[src/rtl/encoder_pkg.sv]
// rtl/encoder_pkg.sv - shared mode constants and width helpers for the priority encoder
package encoder_pkg;

  localparam int MODE_FIXED = 0;
  localparam int MODE_RR    = 1;

  function automatic int clog2(input int value);
    int result;
    result = 0;
    for (int i = 0; i < 31; i++) begin
      if ((1 << i) < value) result = i + 1;
    end
    return result;
  endfunction

  // A single request line still needs a one-bit index port.
  function automatic int idx_w(input int n);
    return (n <= 1) ? 1 : clog2(n);
  endfunction

endpackage

[src/rtl/prio_encoder_q_if.sv]
// rtl/prio_encoder_q_if.sv - valid/ready index output port of the priority encoder
interface prio_encoder_q_if #(
  parameter int N = 8
);
  localparam int IDX_W = encoder_pkg::idx_w(N);

  logic             out_valid;
  logic             out_ready;
  logic [IDX_W-1:0] out_idx;

  modport master (
    output out_valid,
    output out_idx,
    input  out_ready
  );

  modport slave (
    input  out_valid,
    input  out_idx,
    output out_ready
  );

endinterface

[src/rtl/prio_pick.sv]
// rtl/prio_pick.sv - combinational selector: highest set index, or round-robin after ptr
module prio_pick
  import encoder_pkg::*;
#(
  parameter int  N     = 8,
  parameter int  MODE  = MODE_FIXED,
  localparam int IDX_W = idx_w(N)
) (
  input  logic [N-1:0]     cand,
  input  logic [IDX_W-1:0] ptr,
  output logic             any,
  output logic [IDX_W-1:0] idx
);

  assign any = |cand;

  generate
    if (MODE == MODE_RR && N > 1) begin : g_rr
      logic [N-1:0]   after_ptr;
      logic [2*N-1:0] dbl;

      always_comb begin
        after_ptr = '0;
        for (int i = 0; i < N; i++) begin
          after_ptr[i] = (32'(i) > 32'(ptr));
        end
      end

      // Lower half holds only lines after ptr; upper half is the full set, so
      // the lowest set bit overall is the next line after ptr with wrap.
      assign dbl = {cand, cand & after_ptr};

      always_comb begin
        idx = '0;
        for (int i = 2 * N - 1; i >= 0; i--) begin
          if (dbl[i]) idx = (i >= N) ? IDX_W'(i - N) : IDX_W'(i);
        end
      end
    end else begin : g_fixed
      logic unused_ptr;
      assign unused_ptr = ^ptr;

      always_comb begin
        idx = '0;
        for (int i = 0; i < N; i++) begin
          if (cand[i]) idx = IDX_W'(i);
        end
      end
    end
  endgenerate

endmodule

[src/rtl/prio_encoder_q.sv]
// rtl/prio_encoder_q.sv - sticky pending request capture with one-at-a-time valid/ready index output
module prio_encoder_q
  import encoder_pkg::*;
#(
  parameter int N    = 8,
  parameter int MODE = MODE_FIXED
) (
  input  logic             clk,
  input  logic             rst_n,
  input  logic             en,
  input  logic [N-1:0]     req_in,
  input  logic [N-1:0]     req_mask,
  prio_encoder_q_if.master out_if,
  output logic [N-1:0]     pend_vec,
  output logic             coalesce
);

  localparam int IDX_W = idx_w(N);

  logic             valid_q;
  logic [IDX_W-1:0] idx_q;
  logic [IDX_W-1:0] ptr_q;
  logic [IDX_W-1:0] ptr_eff;
  logic [IDX_W-1:0] pick_idx;
  logic             pick_any;
  logic             accept;
  logic             load;
  logic [N-1:0]     clr;
  logic [N-1:0]     set;
  logic [N-1:0]     pend_next;
  logic [N-1:0]     cand;
  logic             coal_next;

  assign accept = valid_q && out_if.out_ready;
  assign load   = !valid_q || accept;

  always_comb begin
    clr = '0;
    for (int i = 0; i < N; i++) begin
      clr[i] = accept && (idx_q == IDX_W'(i));
    end
  end

  // A set on the bit being cleared re-arms it as a fresh event.
  assign set       = en ? req_in : '0;
  assign pend_next = (pend_vec & ~clr) | set;
  assign coal_next = |(set & pend_vec & ~clr);

  // Loading only happens with nothing held or the held index just accepted,
  // so the held line never needs excluding from the candidates.
  assign cand    = pend_next & ~req_mask;
  assign ptr_eff = accept ? idx_q : ptr_q;

  prio_pick #(
    .N    (N),
    .MODE (MODE)
  ) u_pick (
    .cand (cand),
    .ptr  (ptr_eff),
    .any  (pick_any),
    .idx  (pick_idx)
  );

  always_ff @(posedge clk) begin
    if (!rst_n) begin
      pend_vec <= '0;
      coalesce <= 1'b0;
      valid_q  <= 1'b0;
      idx_q    <= '0;
      ptr_q    <= IDX_W'(N - 1);
    end else begin
      pend_vec <= pend_next;
      coalesce <= coal_next;
      if (load) begin
        valid_q <= pick_any;
        if (pick_any) idx_q <= pick_idx;
      end
      if (accept) ptr_q <= idx_q;
    end
  end

  assign out_if.out_valid = valid_q;
  assign out_if.out_idx   = idx_q;

endmodule

[src/flat_wrapper.sv]
// flat-port wrapper written by rule: the top's interface ports become plain ports
module prio_encoder_q_flat import encoder_pkg::*;
#(
  parameter int N    = 8,
  parameter int MODE = MODE_FIXED
)
  (clk, rst_n, en, req_in, req_mask, pend_vec, coalesce, out_if_out_valid, out_if_out_idx, out_if_out_ready);
  prio_encoder_q_if #(.N(N)) out_if_i ();
  input  logic clk;
  input  logic rst_n;
  input  logic en;
  input  logic [N-1:0] req_in;
  input  logic [N-1:0] req_mask;
  output logic [N-1:0] pend_vec;
  output logic coalesce;
  output wire logic [$bits(out_if_i.out_valid)-1:0] out_if_out_valid;
  output wire logic [$bits(out_if_i.out_idx)-1:0] out_if_out_idx;
  input wire logic [$bits(out_if_i.out_ready)-1:0] out_if_out_ready;
  assign out_if_out_valid = out_if_i.out_valid;
  assign out_if_out_idx = out_if_i.out_idx;
  assign out_if_i.out_ready = out_if_out_ready;
  prio_encoder_q #(.N(N), .MODE(MODE)) u_core (.clk(clk), .rst_n(rst_n), .en(en), .req_in(req_in), .req_mask(req_mask), .out_if(out_if_i), .pend_vec(pend_vec), .coalesce(coalesce));
endmodule
[config.mk]
export PLATFORM = sky130hd
export DESIGN_NAME = prio_encoder_q_flat
export DESIGN_NICKNAME = d
export VERILOG_FILES = /design/src/rtl/encoder_pkg.sv /design/src/rtl/prio_encoder_q_if.sv /design/src/rtl/prio_pick.sv /design/src/rtl/prio_encoder_q.sv /design/src/flat_wrapper.sv
export SDC_FILE = /design/constraint.sdc
export NUM_CORES = 1
export LEC_CHECK = 0
export ABC_AREA = 1
export BUFFER_PORTS_ARGS = -buffer_cell sky130_fd_sc_hd__buf_4
export CAP_MARGIN = 20
export CORE_UTILIZATION = 41
export DETAILED_ROUTE_END_ITERATION = 16
export PLACE_DENSITY = 0.7
export SYNTH_ARGS = -nofsm -noshare
export SYNTH_HDL_FRONTEND = slang
export SYNTH_SLANG_ARGS = --single-unit
[constraint.sdc]
create_clock -name clk -period 1.35 [get_ports clk]
set_clock_uncertainty 0.05 [all_clocks]
set_input_delay 0.135 -clock clk [delete_from_list [all_inputs] [get_ports clk]]
set_output_delay 0.135 -clock clk [all_outputs]
set_load 0.05 [all_outputs]
==> reports/qor.txt, run 1 <==
Multi-input logic area -> 519 um2
Fraction of synthesized cell area in xor and xnor cells -> 0%
Reg clk slew, reported paths -> 0.09 ns
Status -> finished with violations
Worst-Margin Slew -> 0.368 ns
IO Pins -> 33
GRT busiest layer -> met2
Vias per inst -> 4.73
Global Route Usage Sum -> 23.6%
Tmin final -> 1.51 ns
Initial DRC count -> 14
Final Max Tran Viols -> 0
Synth Area per Inst -> 6.36 um2
Clk_lat worst skew -> 0.28 ns
DRT antenna net count -> 0
Setup slack after layout -> -0.158 ns
Register Area -> 275 um2
# setup viols final -> 5
Die height -> 45.5 um
Most used cell, CP -> nand2_1
Die Wd -> 45.5 um
CP delay by family, top -> simple AND/OR/NAND/NOR gates
CP Cell Sequence -> nand2_4, nor2_4, nand2_1, nand2_1, nand2_1, nand2_1, nand2_1, nor2_2, nand2_2, nand2_4, nand2_1, a21oi_2
RSZ-0062 raised after global routing -> true
HPWL Detailed -> 1.73 mm
Htree depth -> 1
TritonCTS clock tree -> yes
Global route overflow -> 0
First-pass GRT wire length -> 3.46 mm
Violated checks -> setup timing
Layout cells sized above 1 -> 54.3%
Rel. slew slack -> 75.4%
F_max -> 663 MHz
Synth Warn # -> 0
Placed Area -> 1180 um2
Clock root cell -> clkbuf_4
Met1 Use GR -> 30.0%
Filler instances -> 144
Largest net degree at the start of global routing -> 12
GR Util met2 -> 40.3%
Core Area -> 1750 um2
Routed wire length -> 2.37 mm
PortBufs -> 32
Final #Nets -> 196
Period Utilization, post-route -> 112%
Maximum VDD drop -> 0.480 mV
Cells after Synth -> 122
CP Capture Type -> flip-flop
CP max-delay cell -> dfxtp_4
Syn_nets -> 142
CTS max path bufs -> 2
Number of cells after detailed placement -> 191
Synth Cell Area -> 776 um2
Rows -> 15
Adder-Cell Fraction of Synth Area -> 0%
Starting Density -> 44.4%
Via count -> 945
Syn-to-layout area delta -> 68.7%
Seq/Total Area, Yosys -> 33.5%
Max-Cap Viols -> 0
LEAKAGE -> 0.700 nW
P per Cell Area -> 967 nW/um2
Final Hold Fails -> 0
Post-synthesis mux area share -> 0%
Max Fanout on Critical Path -> 4
Synth Area in Compound Gates -> 16.1%
Slowest cell delay on critical path -> 0.39 ns
Final Cell Area -> 1310 um2
DR DRC count -> 0
Main combinational cell family by area after synthesis -> simple AND/OR/NAND/NOR gates
First drt pass iteration count -> 4
Total CTS buffers -> 3
TritonCTS Sinks -> 13
Vias in the first global route -> 842
Distinct cells, synth -> 16
Non-filler cells, final -> 200
WP data required -> 1.52 ns
RePlAce Congestion -> 0.796
HP Class -> in -> reg
Die Area -> 2070 um2
Crit path buf inv count -> 0
Initial antenna violation count -> 0
Worst Setup Path Type -> reg -> reg
Diodes inserted -> 0
Synth Register Bits -> 13
Routed len/inst -> 11.9 um
Simple-gate area share of the yosys netlist -> 40.0%
Met3 Usage GRT -> 2.38%
Finished Core Util -> 75.0%
CP Launch Type -> flip-flop
Data arrival, critical path -> 1.67 ns
==> registers in the layout, summed over array words and instances (netlist names) <==
name,flops
u_core.coalesce,1
u_core.pend_vec,8
u_core.out_if.out_valid,1
u_core.out_if.out_idx,3
==> final timing paths <==
check,depth (start not counted),to,startpoint,slack (ns)
min,3,u_core.pend_vec[0],req_in[0],0.13
max,12,u_core.out_if.out_idx[1],u_core.out_if.out_valid,-0.16
max reg2reg,12,u_core.out_if.out_idx[1],u_core.out_if.out_valid,-0.16
min reg2reg,3,u_core.pend_vec[2],u_core.pend_vec[2],0.55
==> worst register-to-register path: stages, from the launching register on <==
cell and delay (ns):
dfxtp_4 0.39, nand2_4 0.06, nor2_4 0.14, nand2_1 0.08, nand2_1 0.08, nand2_1 0.06, nand2_1 0.05, nand2_1 0.06
nor2_2 0.12, nand2_2 0.09, nand2_4 0.08, nand2_1 0.07, a21oi_2 0.10
==> metal layers <==
layer,up-vias,wire length (um)
li1,488,-
met1,430,1000
met2,21,1250
met3,6,58
met4,0,57
met5,-,0
==> logic make-up after synthesis <==
kind of cell	count (synthesis)
AND/OR/NAND/NOR	67
AO/OA/AOI/OAI	21
buffers and inverters	21
flip-flops	13
==> metrics by stage <==
step           setup TNS (ns)  hold WS, ns  power [mW]  setup slack [ns]
6_report               -0.643        0.132        1.27            -0.158
5_1_grt                 -1.03        0.136        1.34            -0.241
4_1_cts                -0.544        0.123        1.22            -0.144
3_5_place_dp           -0.558        0.291       0.960            -0.142
3_3_place_gp           -0.431        0.291       0.952            -0.114
2_1_floorplan          -0.450        0.182       0.771            -0.120
==> layout by cell type, fill, tap and decap left out <==
cell / n
buf_4: 50
nand2_1: 28
nand2_2: 23
inv_1: 18
a21oi_1: 11
dfxtp_1: 9
nor2_1: 4
o22ai_1: 4
dfxtp_4: 4
nand2_4: 3
nand3_1: 3
clkbuf_4: 3
nor2_4: 2
nor2_2: 2
o21ai_4: 2
a21oi_2: 2
inv_2: 1
nand3_2: 1
nand3_4: 1
o21ai_2: 1
o21ai_0: 1
clkbuf_1: 1
dlygate4sd3_1: 1
==> Yosys cell counts, drive strengths merged <==
| library cell | count | share of area (%) |
|---|---|---|
| a21oi | 13 | 8.9 |
| buf | 1 | 0.64 |
| clkbuf | 1 | 0.48 |
| dfxtp | 13 | 34 |
| inv | 19 | 9.2 |
| nand2 | 54 | 31 |
| nand3 | 5 | 3.9 |
| nor2 | 8 | 4.8 |
| o21ai | 4 | 4.0 |
| o22ai | 4 | 3.2 |
==> what timing repair did <==
| item | CTS | global route |
|---|---|---|
| hold buffers | 1 | 0 |
| setup endpoints to repair | 4 | 5 |
| cloned | 0 | 0 |
| pin swaps | 3 | 8 |
| endpoints found under the hold margin | 1 | 0 |
| setup buffers | 1 | 3 |
| resized for setup | 4 | 15 |
==> where the power goes <==
part           total, mW  leakage (nW)  switching [mW]  internal (mW)
combinational      0.543         0.574           0.323          0.219
clock              0.250        0.0150           0.136          0.115
sequential         0.472         0.110          0.0486          0.423
total               1.27         0.700           0.508          0.758
==> final cells by class <==
class	instances	share of cell area [%]
inverter	19	5.45
multi-input combinational	88	39.7
tap	25	2.39
timing repair buffer	51	29.4
clock buffer	4	2.01
sequential	13	21.0
Power figures use the tool's default switching activity.
==> inputs of run 2 (changes only) <==
- REMOVE_ABC_BUFFERS: not set -> 1
==> reports/qor.txt, run 2 (synthesized netlist as in run 1, its figures left out) <==
Status -> finished with violations (unchanged)
Violated checks -> setup timing (unchanged)
Diodes inserted -> 0 (unchanged)
Worst Setup Path Type -> reg -> reg (unchanged)
Max-Cap Viols -> 0 (unchanged)
Routed wire length -> 2.25 mm (was 2.37 mm)
Period Utilization, post-route -> 111% (was 112%)
Reg power frac -> 36.7% (was 37.3%)
P per Cell Area -> 984 nW/um2 (was 967 nW/um2)
Worst R2R Start -> u_core.out_if.out_idx[2] (was u_core.out_if.out_valid)
CP Launch Type -> flip-flop (unchanged)
Comb power frac -> 43.1% (was 42.9%)
Rel. slew slack -> 74.7% (was 75.4%)
Tmin final -> 1.50 ns (was 1.51 ns)
Vias in the first global route -> 819 (was 842)
Max Fanout on Critical Path -> 4 (unchanged)
Syn-to-layout area delta -> 64.5% (was 68.7%)
Slowest cell delay on critical path -> 0.39 ns (about the same)
Worst flop-to-flop path endpoint -> u_core.out_if.out_valid (was u_core.out_if.out_idx[1])
F_max -> 668 MHz (was 663 MHz)
Final Max Tran Viols -> 0 (unchanged)
Core Area -> 1750 um2 (unchanged)
TritonCTS clock tree -> yes (unchanged)
PortBufs -> 32 (unchanged)
Routed wl met2 -> 1.14 mm (was 1.25 mm)
Final #Nets -> 195 (was 196)
CTS max path bufs -> 2 (unchanged)
Layout cells sized above 1 -> 52.3% (was 54.3%)
Hold Startpoint -> req_in[7] (was req_in[0])
Met3 routed WL -> 65 um (was 58 um)
Vias per inst -> 4.67 (was 4.73)
Clk_lat worst skew -> 0.29 ns (was 0.28 ns)
Via count -> 929 (was 945)
IO Pins -> 33 (unchanged)
Commonest non-fill, non-tap cell in the layout -> buf_4 (unchanged)
TritonCTS Sinks -> 13 (unchanged)
Min-Delay Endpoint -> u_core.pend_vec[7] (was u_core.pend_vec[0])
Clk network pwr share -> 20.2% (was 19.8%)
Die Wd -> 45.5 um (unchanged)
Worst-Margin Slew -> 0.379 ns (was 0.368 ns)
Rows -> 15 (unchanged)
Met1 wire length -> 1.01 mm (was 1.00 mm)
LEAKAGE -> 0.698 nW (was 0.700 nW)
Die Area -> 2070 um2 (unchanged)
Register Area -> 270 um2 (was 275 um2)
First-pass GRT wire length -> 3.28 mm (was 3.46 mm)
Initial antenna violation count -> 0 (unchanged)
Switching share of power -> 40.3% (was 40.1%)
Reg clk slew, reported paths -> 0.09 ns (about the same)
Final Hold Fails -> 0 (unchanged)
WP data required -> 1.48 ns (was 1.52 ns)
Largest register FFs -> 8 (unchanged)
Initial DRC count -> 13 (was 14)
Htree depth -> 1 (unchanged)
R2r worst-path depth -> 11 (was 12)
Setup total negative slack -> -0.616 ns (was -0.643 ns)
Multi-input logic area -> 498 um2 (was 519 um2)
Clock root cell -> clkbuf_4 (unchanged)
Hold_ws -> 0.106 ns (was 0.132 ns)
Worst hold stages -> 3 (unchanged)
P_int -> 749 uW (was 758 uW)
Starting Density -> 44.4% (unchanged)
Top reg by flops -> u_core.pend_vec (unchanged)
Filler instances -> 152 (was 144)
Largest net degree at the start of global routing -> 12 (unchanged)
Setup slack after layout -> -0.148 ns (was -0.158 ns)
Total CTS buffers -> 3 (unchanged)
HPWL Detailed -> 1.69 mm (was 1.73 mm)
Commonest non-fill, non-tap cells in the layout -> buf_4 (49), nand2_1 (29), nand2_2 (21) (was buf_4 (50), nand2_1 (28), nand2_2 (23))
Global route overflow -> 0 (unchanged)
Routed len/inst -> 11.3 um (was 11.9 um)
First drt pass iteration count -> 4 (unchanged)
CP Capture Type -> flip-flop (unchanged)
Reg2reg setup slack -> -0.15 ns (was -0.16 ns)
RePlAce Congestion -> 0.780 (was 0.796)
Top layer in use -> met4 (unchanged)
Switching Power -> 507 uW (was 508 uW)
Global Route Usage Sum -> 22.1% (was 23.6%)
DR DRC count -> 0 (unchanged)
Maximum VDD drop -> 0.529 mV (was 0.480 mV)
Data arrival, critical path -> 1.63 ns (was 1.67 ns)
HP Class -> in -> reg (unchanged)
CP Cell Sequence -> nand3_4, o21ai_2, nand2_2, nand2_2, nand2_1, nor2_2, nand2_2, nand2_4, nand2_1, nand2_1, inv_1 (was nand2_4, nor2_4, nand2_1, nand2_1, nand2_1, nand2_1, nand2_1, nor2_2, nand2_2, nand2_4, nand2_1, a21oi_2)
# setup viols final -> 5 (unchanged)
DRT antenna net count -> 0 (unchanged)
Die height -> 45.5 um (unchanged)
CP max-delay cell -> dfxtp_4 (unchanged)
RSZ-0062 raised after global routing -> true (unchanged)
[run 2: changes by cell type in the layout (fill, tap and decap cells not counted), moves of 2 or more]
cell and change:
dfxtp_2 +2, dfxtp_4 -2, nand2_2 -2, o21ai_2 +2, o21ai_4 -2
[run 2: routing by layer]
metal / up-vias / track usage (%)
li1: 486 / -
met3: 4 / 3.57
met4: 0 / 7.27
met1: 415 / 26.7
met5: - / 0
met2: 24 / 39.1
[run 2: power by group through the flow]
stage	logic, mW	registers (mW)	clock network [mW]
after global routing	0.578	0.466	0.278
after floorplan	0.173	0.579	0
after global placement	0.484	0.458	0
after detailed placement	0.491	0.458	0
after CTS	0.500	0.455	0.257
final	0.541	0.461	0.254
[run 2: how the worst max path moves through the flow]
stage / startpoint / slack [ns] / to
floorplan: u_core.out_if.out_valid / -0.47 / u_core.out_if.out_idx[1]
global placement: u_core.out_if.out_idx[2] / -0.14 / u_core.out_if.out_idx[0]
detailed placement: u_core.out_if.out_idx[2] / -0.18 / u_core.out_if.out_idx[0]
CTS: u_core.out_if.out_idx[2] / -0.13 / u_core.out_if.out_idx[1]
global route: u_core.out_if.out_valid / -0.24 / u_core.out_if.out_valid
finish: u_core.out_if.out_idx[2] / -0.15 / u_core.out_if.out_valid
[run 2: worst max-delay path, delay by kind of cell (launching register included)]
| family | cells | cell delay, ns |
|---|---|---|
| flip-flops | 1 | 0.39 |
| buffers and inverters | 1 | 0.03 |
| AND/OR/NAND/NOR | 9 | 0.74 |
| AO/OA/AOI/OAI | 1 | 0.18 |
[run 2: through the flow]
step                cells  setup slack, ns  utilization, %  area [um2]  power [mW]
floorplan             120           -0.471               -         767       0.752
global placement      191           -0.138            65.5        1140       0.942
detailed placement    191           -0.182            65.5        1140       0.949
CTS                   196           -0.128            68.5        1200        1.21
global route          199           -0.239            73.1        1280        1.32
finish                199           -0.148            73.1        1280        1.26
[run 2: area by class of cell]
type	instances	share of cell area (%)
multi-input combinational	88	39.0
tap	25	2.45
sequential	13	21.2
clock buffer	3	1.76
timing repair buffer	50	29.6
clock inverter	1	0.392
inverter	19	5.59
[run 2: what timing repair did]
action / 4_1_cts / 5_1_grt
endpoints found under the setup margin: 5 / 5
hold buffers: 0 / 1
setup buffers: 1 / 2
resized for setup: 8 / 16
endpoints found under the hold margin: 0 / 1
pin swaps: 2 / 8
